**config.mk**
```make
export PLATFORM = sky130hd
export DESIGN_NAME = punc_control
export DESIGN_NICKNAME = d
export VERILOG_FILES = /design/src/rtl/punc_control.sv
export SDC_FILE = /design/constraint.sdc
export NUM_CORES = 1
export LEC_CHECK = 0
export CAP_MARGIN = 10
export CORE_ASPECT_RATIO = 2
export CORE_MARGIN = 8
export CORE_UTILIZATION = 50
export CTS_BUF_LIST = sky130_fd_sc_hd__clkbuf_8 sky130_fd_sc_hd__clkbuf_16
export DETAILED_ROUTE_END_ITERATION = 7
export GPL_ROUTABILITY_DRIVEN = 0
export PLACE_DENSITY = 0.83
export SYNTH_ARGS = -nofsm -noshare
export SYNTH_HDL_FRONTEND = slang
export SYNTH_SLANG_ARGS = --single-unit
```
**constraint.sdc**
```tcl
create_clock -name clk -period 4.9 [get_ports clk]
set_clock_uncertainty 0.2 [all_clocks]
set_input_delay 0.735 -clock clk [delete_from_list [all_inputs] [get_ports clk]]
set_output_delay 0.735 -clock clk [all_outputs]
set_load 0.01 [all_outputs]
```
**src/rtl/punc_control.sv**
```systemverilog
// PUnC LC3 control unit: sequences fetch/decode/execute state codes for the
// datapath and reports halt, sticky illegal-opcode and retired-instruction count.
module punc_control #(
    parameter int CNT_W = 16
) (
    input  logic             clk,
    input  logic             rst,
    input  logic [15:0]      instruction,
    output logic [4:0]       state,
    output logic             halted,
    output logic             illegal,
    output logic [CNT_W-1:0] retired
);

    localparam logic [4:0] S_FETCH   = 5'd0;
    localparam logic [4:0] S_DECODE  = 5'd1;
    localparam logic [4:0] S_ADD_REG = 5'd2;
    localparam logic [4:0] S_ADD_IMM = 5'd3;
    localparam logic [4:0] S_AND_REG = 5'd4;
    localparam logic [4:0] S_AND_IMM = 5'd5;
    localparam logic [4:0] S_BR      = 5'd6;
    localparam logic [4:0] S_JMP     = 5'd7;
    localparam logic [4:0] S_JSR1    = 5'd8;
    localparam logic [4:0] S_JSR2    = 5'd9;
    localparam logic [4:0] S_JSRR1   = 5'd10;
    localparam logic [4:0] S_JSRR2   = 5'd11;
    localparam logic [4:0] S_LD      = 5'd12;
    localparam logic [4:0] S_LDI1    = 5'd13;
    localparam logic [4:0] S_LDI2    = 5'd14;
    localparam logic [4:0] S_LDR     = 5'd15;
    localparam logic [4:0] S_LEA     = 5'd16;
    localparam logic [4:0] S_NOT     = 5'd17;
    localparam logic [4:0] S_RET     = 5'd18;
    localparam logic [4:0] S_ST      = 5'd19;
    localparam logic [4:0] S_STI1    = 5'd20;
    localparam logic [4:0] S_STI2    = 5'd21;
    localparam logic [4:0] S_STR     = 5'd22;
    localparam logic [4:0] S_HALT    = 5'd23;

    logic [4:0] nxt;
    logic       set_ill;
    logic       is_final;
    logic       count;

    always_comb begin
        nxt      = S_FETCH;
        set_ill  = 1'b0;
        is_final = 1'b0;
        case (state)
            S_FETCH:  nxt = S_DECODE;
            S_DECODE: begin
                case (instruction[15:12])
                    4'b0001: nxt = instruction[5] ? S_ADD_IMM : S_ADD_REG;
                    4'b0101: nxt = instruction[5] ? S_AND_IMM : S_AND_REG;
                    4'b0000: nxt = S_BR;
                    4'b1100: nxt = (instruction[8:6] == 3'b111) ? S_RET : S_JMP;
                    4'b0100: nxt = instruction[11] ? S_JSR1 : S_JSRR1;
                    4'b0010: nxt = S_LD;
                    4'b1010: nxt = S_LDI1;
                    4'b0110: nxt = S_LDR;
                    4'b1110: nxt = S_LEA;
                    4'b1001: nxt = S_NOT;
                    4'b0011: nxt = S_ST;
                    4'b1011: nxt = S_STI1;
                    4'b0111: nxt = S_STR;
                    4'b1111: nxt = S_HALT;
                    default: set_ill = 1'b1;    // 1000 / 1101: reserved
                endcase
            end
            S_JSR1:  nxt = S_JSR2;
            S_JSRR1: nxt = S_JSRR2;
            S_LDI1:  nxt = S_LDI2;
            S_STI1:  nxt = S_STI2;
            S_HALT:  nxt = S_HALT;
            S_ADD_REG, S_ADD_IMM, S_AND_REG, S_AND_IMM, S_BR, S_JMP, S_JSR2,
            S_JSRR2, S_LD, S_LDI2, S_LDR, S_LEA, S_NOT, S_RET, S_ST, S_STI2,
            S_STR:   is_final = 1'b1;
            default: set_ill = 1'b1;            // unreachable codes 24-31 recover to fetch
        endcase
    end

    // TRAP retires on entry to HALT since HALT never returns to fetch
    assign count = (is_final && nxt == S_FETCH) || (state == S_DECODE && nxt == S_HALT);

    always_ff @(posedge clk or negedge rst) begin
        if (!rst) begin
            state   <= S_FETCH;
            halted  <= 1'b0;
            illegal <= 1'b0;
            retired <= '0;
        end else begin
            state  <= nxt;
            halted <= (nxt == S_HALT);
            if (set_ill)
                illegal <= 1'b1;
            if (count && retired != {CNT_W{1'b1}})
                retired <= retired + 1'b1;
        end
    end

endmodule

```
==> qor.yml, run 1 <==
num_vias: 1332
met2WireLength_mm: 1.952
vias_per_cell: 6.167
numPortBuffers: 33
post_cts_resized: 0
syn_nets: 178
syn2layout_area_growth_pct: 24.24
final-hold-violation-count: 0
clk_latency_ps: 260
rsz0062_at_grt: "no"
cts_root_buf: "clkbuf_8"
switching_share_pct: 41.97
holdPathStages: 1
syn_area_per_cell_sq_um: 9.349
remaining_drc_errors: 0
final_cell_area_sq_um: 1847
final_util_pct: 63.51
ys_seq_area_share_pct: 38.72
pin_count: 41
wl_met1_mm: 1.368
die_width_microns: 54.56
grt_pass1_wl_mm: 6.244
rows: 28
relSlewSlack_pct: 33.59
path_clk_slew_ps: 80
final_cell_mix: "33 x clkdlybuf4s50_1, 23 x dfrtp_1, 16 x xnor2_1"
cts_tree: "yes"
synth_xor_area_share_pct: 10.02
synthCells: 159
cts_made_buffers: 3
multi_input_area_sq_um: 828.3
drive_above_1_share_pct: 4.839
highest_layer: "met4"
layout_commonest_cell: "clkdlybuf4s50_1"
die-area_sq_um: 5080
drt_wl_total_mm: 3.675
nNetsFinal: 206
start_util_pct: 51.12
required_ps: 4850
final.period_utilization_pct: 67.79
grt_remaining_overflow: 0
cts_max_path_buffers: 2
crit_fanout: 15
yosysWarnings: 0
grt_pass1_vias: 1392
met3WireLength_microns: 190
yosys.area_share.simple_pct: 27.27
r2r-start: "state[0]$_DFF_PN0_"
seqPwrFrac_pct: 37.1
maxCapViolations: 0
wl_per_cell_microns: 17.01
crit_end: "retired[1]$_DFFE_PN0P_"
finalSetupTns_ps: 0
r2r-end: "retired[1]$_DFFE_PN0P_"
ant_nets: 0
synth-compound-area-share_pct: 15.49
synth_top_family_by_area: "simple AND/OR/NAND/NOR gates"
grt_max_degree: 24
p_leak_nw: 0.7584
cts_max_level: 1
hp-class: "reg2reg"
comb_power_share_pct: 49.7
synth_fa_ha_area_share_pct: 0.8418
period_needed_ps: 3322
irDropWorstVdd_mv: 0.2484
power_density_nw_per_um2: 469.3
pwr-share-clk_pct: 13.2
syn_area_sq_um: 1486
criticalPathCategory: "in2reg"
max_freq_mhz: 301.1
crit_path_start_kind: "primary input"
p_sw_mw: 0.3638
n_antenna_cell: 0
critPathCaptureType: "register"
worstRegToRegCells: 6
clock_sinks: 23
setup_viol: 0
worstHoldStart: "retired[14]$_DFFE_PN0P_"
r2r_setup_slack_ps: 1740
fp.dieH_microns: 93.11
hpwlAfterDp_mm: 2.792
ys_types: 45
status: "completed"
placed_area_sq_um: 1802
fillCellCount: 229
gr-usage-all-layers_pct: 15.68
power.internal_mw: 0.5029
coreArea_sq_um: 2908
firstDrtPassIters: 4
synth-seq-cells: 23
cts_hold_buf: 0
seq_area_sq_um: 575.6
antenna_found_initial: 0
synth_mux_area_share_pct: 2.104
drv_slew: 0
drt-initial-drc-count: 45
cts_setup_buffers: 0
cp-startpoint: "instruction[15]"
worst_pin_slew_ps: 993.0
crit_arrival_ps: 3270
cell families (layout without fill, tap and decap cells):
logic type                 Yosys count  in the layout
xor gates and xnor gates            17             17
buffers and inverters               18             45
AOI/OAI and AO/OA                   29             29
muxes                                3              3
DFF                                 23             23
adders and majority gates            1              1
and+or+nand+nor                     68             68
state kept, by name, summed over array words and instances (netlist names):
name and flops:
illegal 1, retired 16, halted 1, state 5
cell usage after synthesis:
master     number  area (sq um)
nor3_1          2         10.01
nor4_2          1         12.51
nand2_1        11         41.29
a2bb2oi_1       2         17.52
dfrtp_1        23         575.6
o221a_2         1         11.26
and3_1          7         43.79
o41a_1          1         11.26
buf_6           2         22.52
o21ai_0         1         5.000
nor4b_1         1         8.760
a31o_4          1         17.52
clkbuf_1        8         30.03
and2_1          1         6.260
o311ai_0        1         8.760
inv_1           8         30.03
nand3_1         7         35.03
mux2i_1         2         20.02
a211oi_1        3         22.52
a211oi_2        1         12.51
a2111oi_0       1         8.760
nand2b_1        3         18.77
or4b_4          1         13.76
nand2b_4        1         13.76
a31oi_1         2         12.51
nor4bb_1        1         10.01
xor2_1          1         8.760
nor2b_1         8         50.05
a32oi_1         1         8.760
or3b_1          2         17.52
ha_1            1         12.51
o211ai_1        1         7.510
o311ai_1        1         8.760
and4b_1         1         10.01
o31ai_1         2         15.01
o211a_1         1         10.01
nor3b_1         1         7.510
mux2_1          1         11.26
a21oi_1         7         35.03
a22o_1          1         8.760
nor2_1          8         30.03
nand3b_1        1         7.510
nand4_1        11         68.82
o31a_1          1         8.760
xnor2_1        16         140.1
layer usage:
layer	track usage, %	vias to the layer above
li1	-	630
met1	16.24	640
met2	27.40	50
met3	2.385	12
met4	9.298	0
met5	0	-
worst max-delay path, cell delays in order:
cell and delay (ps):
clkdlybuf4s50_1 660, nor2b_1 300, a2111oi_0 170, o41a_1 370, a211oi_2 350, a31o_4 330, mux2_1 350
area by class of cell:
class | instances | area share, %
multi-input cells | 118 | 44.85
well taps | 30 | 2.033
inverters | 8 | 1.626
repair buffers | 33 | 17.89
clock inverters | 1 | 0.2033
clock buffers | 3 | 2.236
flip-flops and latches | 23 | 31.17
how the worst min path moves through the flow:
stage                                    to  slack (ps)
finish              retired[14]$_DFFE_PN0P_         290
global route        retired[14]$_DFFE_PN0P_         310
CTS                 retired[14]$_DFFE_PN0P_         300
detailed placement      illegal$_DFFE_PN0P_         270
global placement        illegal$_DFFE_PN0P_         280
floorplan                  halted$_DFF_PN0_         240
stage by stage:
stage                     power [mW]  setup WS [ps]  hold slack (ps)  cells
after CTS                     0.8645           1618            298.3    216
after global placement        0.7307           1507            278.8    212
final                         0.8667           1578            292.7    216
after detailed placement      0.7502           1348            274.3    212
after floorplan               0.6129           2054            239.4    159
after global routing          0.9267           1404            312.9    216
power groups by stage:
stage / registers (mW) / clock network, mW / logic (mW)
after floorplan: 0.296 / 0 / 0.317
after global placement: 0.319 / 0 / 0.411
after detailed placement: 0.322 / 0 / 0.428
after CTS: 0.319 / 0.115 / 0.431
after global routing: 0.333 / 0.124 / 0.470
final: 0.322 / 0.114 / 0.431
(Power assumes the default switching activity.)
==> run 2, diff against run 1 <==
--- a/config.mk
+++ b/config.mk
@@ -8,11 +8,11 @@
 export CAP_MARGIN = 10
 export CORE_ASPECT_RATIO = 2
 export CORE_MARGIN = 8
-export CORE_UTILIZATION = 50
+export CORE_UTILIZATION = 43
 export CTS_BUF_LIST = sky130_fd_sc_hd__clkbuf_8 sky130_fd_sc_hd__clkbuf_16
 export DETAILED_ROUTE_END_ITERATION = 7
 export GPL_ROUTABILITY_DRIVEN = 0
-export PLACE_DENSITY = 0.83
+export PLACE_DENSITY = 0.76
 export SYNTH_ARGS = -nofsm -noshare
 export SYNTH_HDL_FRONTEND = slang
 export SYNTH_SLANG_ARGS = --single-unit
==> constraint.sdc (replaced) <==
create_clock -name clk -period 2.72 [get_ports clk]
set_clock_uncertainty 0.2 [all_clocks]
set_input_delay 0.408 -clock clk [delete_from_list [all_inputs] [get_ports clk]]
set_output_delay 0.408 -clock clk [all_outputs]
set_load 0.01 [all_outputs]
==> qor.yml, run 2 (synthesis results as in run 1) <==
setup_viol: 3  # +3
pwr-share-clk_pct: 12.4  # -0.8 points
numPortBuffers: 33  # unchanged
grt_pass1_vias: 1563  # +12%
firstDrtPassIters: 4  # unchanged
drt-initial-drc-count: 37  # -18%
grt_pass1_wl_mm: 6.975  # +12%
relSlewSlack_pct: 41.09  # +7.5 points
max_stage_delay_ps: 560  # -100 ps
violations: "setup timing"
largest_reg_flops: 16  # unchanged
drt_wl_total_mm: 4.122  # +12%
fillCellCount: 283  # +24%
required_ps: 2730  # -2120 ps
cts_tree: "yes"
status: "finished, violations left"
final_cell_mix: "33 x clkdlybuf4s50_1, 23 x dfrtp_1, 23 x buf_4"
start_util_pct: 44.49  # -6.6 points
final.period_utilization_pct: 101.9
power.internal_mw: 1.042  # +110%
gr-usage-all-layers_pct: 15.02  # -0.66 points
critPathCaptureType: "register"
grt_remaining_overflow: 0  # unchanged
period_needed_ps: 2771
crit_arrival_ps: 2780  # -490 ps
die-area_sq_um: 5709  # +12%
max_freq_mhz: 360.9
rsz0062_at_grt: "yes"
cpMaxStageDelayCell: "or4b_4"
antenna_found_initial: 0  # unchanged
cts_max_path_buffers: 2  # unchanged
rows: 30  # +7.1%
final-hold-violation-count: 0  # unchanged
drv_slew: 0  # unchanged
top_register: "retired"
comb_power_share_pct: 59.3  # +9.6 points
cts_max_level: 1  # unchanged
final_util_pct: 61.39  # -2.1 points
reg_top3: "retired: 16 flops, state: 5 flops"
wl_per_cell_microns: 17.03  # +0.11%
switching_share_pct: 41.69  # -0.28 points
grt_max_degree: 24  # unchanged
crit_fanout: 4  # -11
seqPwrFrac_pct: 28.3  # -8.8 points
r2r-end: "retired[12]$_DFFE_PN0P_"
layout_commonest_cell: "clkdlybuf4s50_1"
pre_cts_ws_ps: -297.0  # -1645 ps
pin_count: 41  # unchanged
n_antenna_cell: 0  # unchanged
p_sw_mw: 0.7454  # +100%
irDropWorstVdd_mv: 0.4498  # +81%
hp-class: "in2async"
p_leak_nw: 0.8716  # +15%
coreArea_sq_um: 3341  # +15%
worstRegToRegCells: 7  # +1
syn2layout_area_growth_pct: 37.96
vias_per_cell: 6.140  # -0.42%
seq_area_sq_um: 575.6  # unchanged
drive_above_1_share_pct: 17.14  # +12 points
r2r-start: "state[3]$_DFF_PN0_"
crit_chain: "or4b_4 > nand2b_4 > o41a_1 > a211oi_4 > nand3_1 > or3b_1 > nand3_1"
path_clk_slew_ps: 90  # about the same
criticalPathCategory: "reg2reg"
nNetsFinal: 230  # +12%
ant_nets: 0  # unchanged
clock_sinks: 23  # unchanged
r2r_setup_slack_ps: -50  # -1790 ps
crit_path_start_kind: "register"
die_width_microns: 57.58  # +5.5%
worst_pin_slew_ps: 870.0  # -123.0 ps
cts_root_buf: "clkbuf_8"
placed_area_sq_um: 1947  # +8.1%
cts_made_buffers: 3  # unchanged
power_density_nw_per_um2: 871.7  # +86%
hpwlAfterDp_mm: 3.150  # +13%
clk_latency_ps: 270  # about the same
worst_slack_ps: -50.63  # -1629 ps
fp.dieH_microns: 99.15  # +6.5%
remaining_drc_errors: 0  # unchanged
num_vias: 1486  # +12%
cts_hold_buf: 0  # unchanged
multi_input_area_sq_um: 853.3  # +3.0%
maxCapViolations: 0  # unchanged
cp_common_cell: "nand3_1"
final_cell_area_sq_um: 2051  # +11%
holdWs_ps: 285.5  # -7.150 ps
[run 2: timing repair]
item	4_1_cts	5_1_grt
resized for setup	2	1
gates cloned	1	0
pin swaps	1	4
setup buffers	3	1
endpoints found under the setup margin	13	15
[run 2: layer usage]
metal  share of wire [%]  track usage [%]
met5                   0                0
met4                 4.6            9.533
met3                 5.5            3.752
met2                  56            28.67
met1                  34            13.01
[run 2: area by class of cell]
class | count | area share, %
inverters | 8 | 1.464
clock inverters | 1 | 0.3661
repair buffers | 56 | 24.53
multi-input cells | 119 | 41.61
well taps | 32 | 1.952
flip-flops and latches | 23 | 28.07
clock buffers | 3 | 2.013
[run 2: critical path: cells and delay by family (launching register included)]
family,cells,cell delay [ps]
flops,1,390
simple gates,5,1410
compound gates,2,710
[run 2: stage by stage]
stage / cells / power [mW] / setup TNS (ps)
after global placement: 233 / 1.406 / -2488
after detailed placement: 233 / 1.443 / -3812
final: 242 / 1.788 / -58.67
after CTS: 241 / 1.736 / -14.55
after global routing: 242 / 1.880 / -764.3
after floorplan: 159 / 1.103 / 0
[run 2: how the worst max path moves through the flow]
| stage | startpoint | to | slack [ps] | depth (start not counted) |
|---|---|---|---|---|
| after floorplan | state[1]$_DFF_PN0_ | retired[6]$_DFFE_PN0P_ | 30 | 9 |
| after global placement | instruction[14] | retired[1]$_DFFE_PN0P_ | -230 | 7 |
| after detailed placement | instruction[14] | retired[1]$_DFFE_PN0P_ | -300 | 7 |
| after CTS | state[3]$_DFF_PN0_ | retired[12]$_DFFE_PN0P_ | -10 | 7 |
| after global routing | state[3]$_DFF_PN0_ | retired[12]$_DFFE_PN0P_ | -140 | 7 |
| final | state[3]$_DFF_PN0_ | retired[12]$_DFFE_PN0P_ | -50 | 7 |
[run 2: power groups by stage]
stage	Combinational, mW	Sequential, mW	Clock (mW)
after floorplan	0.569	0.534	0
after global placement	0.903	0.503	0
after detailed placement	0.932	0.512	0
after CTS	1.01	0.506	0.221
after global routing	1.13	0.519	0.235
final	1.06	0.506	0.222
